===== config.mk =====
export PLATFORM = sky130hd
export DESIGN_NAME = ssp_tx_port
export DESIGN_NICKNAME = d
export VERILOG_FILES = /design/src/rtl/ssp_pkg.sv /design/src/rtl/ssp_tx_fifo.sv /design/src/rtl/ssp_tx_port.sv
export SDC_FILE = /design/constraint.sdc
export NUM_CORES = 1
export LEC_CHECK = 0
export BUFFER_PORTS_ARGS = -buffer_cell sky130_fd_sc_hd__buf_4
export CAP_MARGIN = 20
export CELL_PAD_IN_SITES_DETAIL_PLACEMENT = 1
export CELL_PAD_IN_SITES_GLOBAL_PLACEMENT = 2
export CORE_UTILIZATION = 44
export DETAILED_ROUTE_END_ITERATION = 10
export GPL_TIMING_DRIVEN = 0
export PLACE_DENSITY = 0.93
export SETUP_SLACK_MARGIN = 0.5
export SLEW_MARGIN = 20
export SYNTH_ARGS = -nofsm -noshare
export SYNTH_HDL_FRONTEND = slang
export SYNTH_SLANG_ARGS = --single-unit

===== constraint.sdc =====
create_clock -name pclk -period 4 [get_ports pclk]
set_input_delay 0.8 -clock pclk [delete_from_list [all_inputs] [get_ports pclk]]
set_output_delay 0.8 -clock pclk [all_outputs]
set_load 0.005 [all_outputs]

===== src/rtl/ssp_pkg.sv =====
// ssp_pkg: shared SSP widths, FIFO sizing constants and serializer state type.
package ssp_pkg;
    localparam int SSP_WIDTH = 8;
    localparam int SSP_DEPTH = 4;
    localparam int SSP_PTR_W = $clog2(SSP_DEPTH);
    localparam int SSP_CNT_W = $clog2(SSP_DEPTH + 1);
    typedef enum logic [1:0] {IDLE, SYNC, SHIFT} ssp_state_e;
endpackage


===== src/rtl/ssp_tx_fifo.sv =====
// ssp_tx_fifo: byte FIFO with wrapping pointers, registered count and full/empty flags.
module ssp_tx_fifo
    import ssp_pkg::*;
#(
    parameter int WIDTH = SSP_WIDTH,
    parameter int DEPTH = SSP_DEPTH
) (
    input  logic             pclk,
    input  logic             clr,
    input  logic             push,
    input  logic             pop,
    input  logic [WIDTH-1:0] wdata,
    output logic [WIDTH-1:0] rdata,
    output logic             full,
    output logic             empty
);
    localparam int PW = $clog2(DEPTH);
    localparam int CW = $clog2(DEPTH + 1);
    logic [WIDTH-1:0] mem [DEPTH];
    logic [PW-1:0] wptr, rptr;
    logic [CW-1:0] count;
    logic wr, rd;
    // full is taken from the pre-edge count, so a push alongside a pop from full is dropped
    assign full  = count == CW'(DEPTH);
    assign empty = count == '0;
    assign wr    = push && !full;
    assign rd    = pop && !empty;
    assign rdata = mem[rptr];
    always_ff @(posedge pclk) begin
        if (wr) mem[wptr] <= wdata;
        if (clr) begin
            wptr  <= '0;
            rptr  <= '0;
            count <= '0;
        end else begin
            if (wr) wptr <= wptr + 1'b1;
            if (rd) rptr <= rptr + 1'b1;
            if (wr && !rd) count <= count + 1'b1;
            else if (rd && !wr) count <= count - 1'b1;
        end
    end
endmodule


===== src/rtl/ssp_tx_port.sv =====
// ssp_tx_port: APB write port into a byte FIFO, drained MSB-first as TI-style SSP frames.
module ssp_tx_port
    import ssp_pkg::*;
#(
    parameter int WIDTH = SSP_WIDTH,
    parameter int DEPTH = SSP_DEPTH
) (
    input  logic             pclk,
    input  logic             clr,
    input  logic             psel,
    input  logic             pwrite,
    input  logic [WIDTH-1:0] pwdata,
    output logic             ssptxintr,
    output logic             tx_empty,
    output logic             tx_busy,
    output logic             sspclkout,
    output logic             sspfssout,
    output logic             ssptxd
);
    localparam logic [2:0] LAST = 3'(WIDTH - 1);
    ssp_state_e state, state_n;
    logic [2:0] bitcnt, bitcnt_n;
    logic [WIDTH-1:0] shift, shift_n, rdata;
    logic ph, fss_n, txd_n, pop;
    ssp_tx_fifo #(.WIDTH(WIDTH), .DEPTH(DEPTH)) u_fifo (
        .pclk(pclk), .clr(clr), .push(psel && pwrite), .pop(pop),
        .wdata(pwdata), .rdata(rdata), .full(ssptxintr), .empty(tx_empty)
    );
    assign sspclkout = ph;
    assign tx_busy   = state != IDLE;
    always_ff @(posedge pclk) begin
        if (clr) begin
            ph        <= 1'b0;
            state     <= IDLE;
            bitcnt    <= '0;
            shift     <= '0;
            sspfssout <= 1'b0;
            ssptxd    <= 1'b0;
        end else begin
            ph        <= !ph;
            state     <= state_n;
            bitcnt    <= bitcnt_n;
            shift     <= shift_n;
            sspfssout <= fss_n;
            ssptxd    <= txd_n;
        end
    end
    // the serializer only advances on boundary edges, where ph rises
    always_comb begin
        state_n  = state;
        bitcnt_n = bitcnt;
        shift_n  = shift;
        fss_n    = sspfssout;
        txd_n    = ssptxd;
        pop      = 1'b0;
        if (!ph) begin
            case (state)
                IDLE: begin
                    fss_n = !tx_empty;
                    txd_n = 1'b0;
                    if (!tx_empty) begin
                        pop     = 1'b1;
                        shift_n = rdata;
                        state_n = SYNC;
                    end
                end
                SYNC: begin
                    fss_n    = 1'b0;
                    txd_n    = shift[WIDTH-1];
                    bitcnt_n = LAST;
                    state_n  = SHIFT;
                end
                SHIFT: begin
                    if (bitcnt != '0) begin
                        shift_n  = {shift[WIDTH-2:0], 1'b0};
                        txd_n    = shift[WIDTH-2];
                        bitcnt_n = bitcnt - 1'b1;
                    end else if (!tx_empty) begin
                        pop     = 1'b1;
                        shift_n = rdata;
                        fss_n   = 1'b1;
                        state_n = SYNC;
                    end else begin
                        txd_n   = 1'b0;
                        state_n = IDLE;
                    end
                end
                default: state_n = IDLE;
            endcase
        end
    end
endmodule


==> metrics <==
core area=5240 um^2; Final TNS setup=0 ps; max_cap viols=0; Worst-Skew Late Latency=340 ps; Initial Utilization=0.469; max-slew violations=0; YS warnings=0; slowest CP cell=dfxtp_1; CTS hold repair buffers=0; top area cells in the synthesized netlist=edfxtp_1 39%, dfxtp_1 20%, mux4_2 7.3%, ha_1 6.1%, nor2_1 2.9%; Avg Cell Area, Syn=13.1 um^2; die height=76.7 um; FF-to-FF Start=state[0]; endpoint type of the worst setup path=register; vias in the first global route=1729; flop-to-flop setup slack=1290 ps; Combinational Power Share=0.333; critical path, cell by cell=inv_1 -> ha_1 -> and3b_1 -> o211ai_1 -> ha_1 -> inv_1 -> fa_1 -> xor2_1 -> or3_1 -> a21oi_1; Worst Path Buf+Inv=2; cell count after synthesis=187; synth unique cells=41; CTS tree=built; Sw Share=0.326; initial DRC count=72; CP startpoint=state[0]; min cycle time layout=2710 ps; initial antenna violation count=0; Clock transition at path regs=70 ps; RSZ-0062 raised after global routing=no; Levels on crit path=10; # rows=26; DR pass1 iterations=4; switching pwr=0.000660 W; H-tree depth=3; status=finished, final reports clean; CP Launch Type=register; # DRC=0; total internal power=0.00136 W; Overflow after GRT=0; crit path kind=reg2reg; first-pass GRT wire length=8450 um; share of cells above drive strength 1=0.201; Worst Tran Pin Value=514 ps; Root Driver=clkbuf_8; DRT antenna net count=0; clk buf depth=2; power share of the clock group=0.280; hold path start=ssptxd; via density per instance=5.40; vias=1560; cts repair resizes=0; number of synthesized flops with an enable pin=32; Setup Viol. Count Final=0; sequential element share of the synthesized area=0.595; worst setup path end=u_fifo.count[2]; detailed-route wire length=4930 um; critical path peak fanout=4; Sequential Power Share=0.387; io pins=18; post-synth top area share=0.391; Port Buf Inserts=16; fmax=369 MHz; hold_ws=472 ps; cell with the most instances after synthesis=edfxtp_1; Async SR Flop Fraction=0; cells on worst reg2reg path=10; final instance area=2870 um^2; Synth Flop Type=edfxtp_1; die extent in x=76.7 um; Leak=1.07 nW; Final Wtd Congestion=0.783; number of clock sinks=57; Post-Syn Area=2460 um^2; CTS Buf Count=9; worst hold-check path type=reg2reg; list of most frequent post-synthesis cells=32 x edfxtp_1, 25 x dfxtp_1, 19 x nor2_1, 12 x ha_1, 11 x inv_1; largest net degree at the start of global routing=11; post-synth top area cell=edfxtp_1; Syn Nets=212; wire per inst=17.1 um; Yosys reg bits=57; DP Area=2660 um^2; post-CTS setup buffer count=0; Post-DP HPWL=3680 um; period utilisation layout=0.678; CP max stage delay=380 ps; clock skew=13.1 ps; VDD IR max=288 uV; CP arrival=2970 ps; CP top delay family=adder cells; area growth from synthesis to layout=17.0%; Hold Vio Cnt, Final=0; Antenna Cells=0; required time worst endpoint=4260 ps; Final #Nets=239; GRT Total Usage=0.193; RR Endpoint=u_fifo.count[2]; Cell Pwr Density=705 nW/um^2; Worst slew margin=0.658; die area=5890 um^2
## metrics by stage
stage	util	setup slack, ps	power, W	std cells
CTS	0.548	1270	0.00204	289
detailed placement	0.509	1240	0.00147	273
finish	0.548	1290	0.00202	289
floorplan	-	1580	0.00128	187
global route	0.548	1070	0.00216	289
global placement	0.509	1390	0.00142	273
## logic make-up (layout without fill, tap and decap cells)
group,Yosys count,in the layout,share of synthesized area
XOR/XNOR,4,4,0.0143
AND/OR/NAND/NOR,50,50,0.0978
adder cells (fa/ha/maj),13,13,0.0693
AO/OA/AOI/OAI,29,29,0.0922
buffers and inverters,21,53,0.0377
flip-flops,57,57,0.595
multiplexers,13,13,0.0937
## area by class of cell
type / instances / area [um^2]
plain buffers: 9 / 42.5
clock buffers: 9 / 124
clock inverters: 7 / 85.1
fillers: 534 / 2360
multi-input cells: 109 / 902
well taps: 70 / 87.6
inverters: 12 / 50.0
flip-flops and latches: 57 / 1460
repair buffers: 16 / 120
## sequential cells by signal (all words and copies together), names as in the netlist, named ones only
name	cells
bitcnt	3
shift	8
sspclkout	1
sspfssout	1
ssptxd	1
state	2
u_fifo.count	3
u_fifo.mem	32
u_fifo.rptr	2
u_fifo.wptr	2
## layout by cell type (no fill, tap or decap), types with 2 or more instances in the layout
master     Yosys  routed
a21oi_1        6       6
a311oi_1       4       4
and2_1         5       5
buf_4          0      16
bufinv_16      0       2
clkbuf_1       7       7
clkbuf_8       0       9
clkinv_1       0       3
clkinv_4       1       2
dfxtp_1       25      25
edfxtp_1      32      32
ha_1          12      12
inv_1         11      11
mux2i_1        5       5
mux4_2         8       8
nand2_1        7       7
nand3_1        5       5
nor2_1        19      19
nor3_1         6       6
o21a_1         2       2
o21ai_0        2       2
o32ai_1        3       3
or3_1          3       3
xor2_1         3       3
## worst min path at each step
| stage | to | depth (start not counted) |
|---|---|---|
| floorplan | ssptxd | 2 |
| global placement | ssptxd | 2 |
| detailed placement | ssptxd | 2 |
| CTS | ssptxd | 2 |
| global route | ssptxd | 2 |
| finish | ssptxd | 2 |
## power groups by stage
stage               logic [W]  registers (W)  clock network, W
floorplan            0.000504       0.000774                 0
global placement     0.000637       0.000783                 0
detailed placement   0.000678       0.000796                 0
CTS                  0.000684       0.000785          0.000573
global route         0.000766       0.000796          0.000596
finish               0.000673       0.000783          0.000568
## worst min-delay path, cell delays in order, from the launching register on
cell and delay (ps):
dfxtp_1 310, nand2_1 50, a21oi_1 60
## metal layers
layer	vias up	global-route usage	wire length (um)
met5	-	0	0
li1	744	-	-
met4	0	0.117	145
met2	31	0.335	2580
met1	769	0.212	2050
met3	16	0.0488	153
Note: power is estimated with default switching activity, not from simulation.
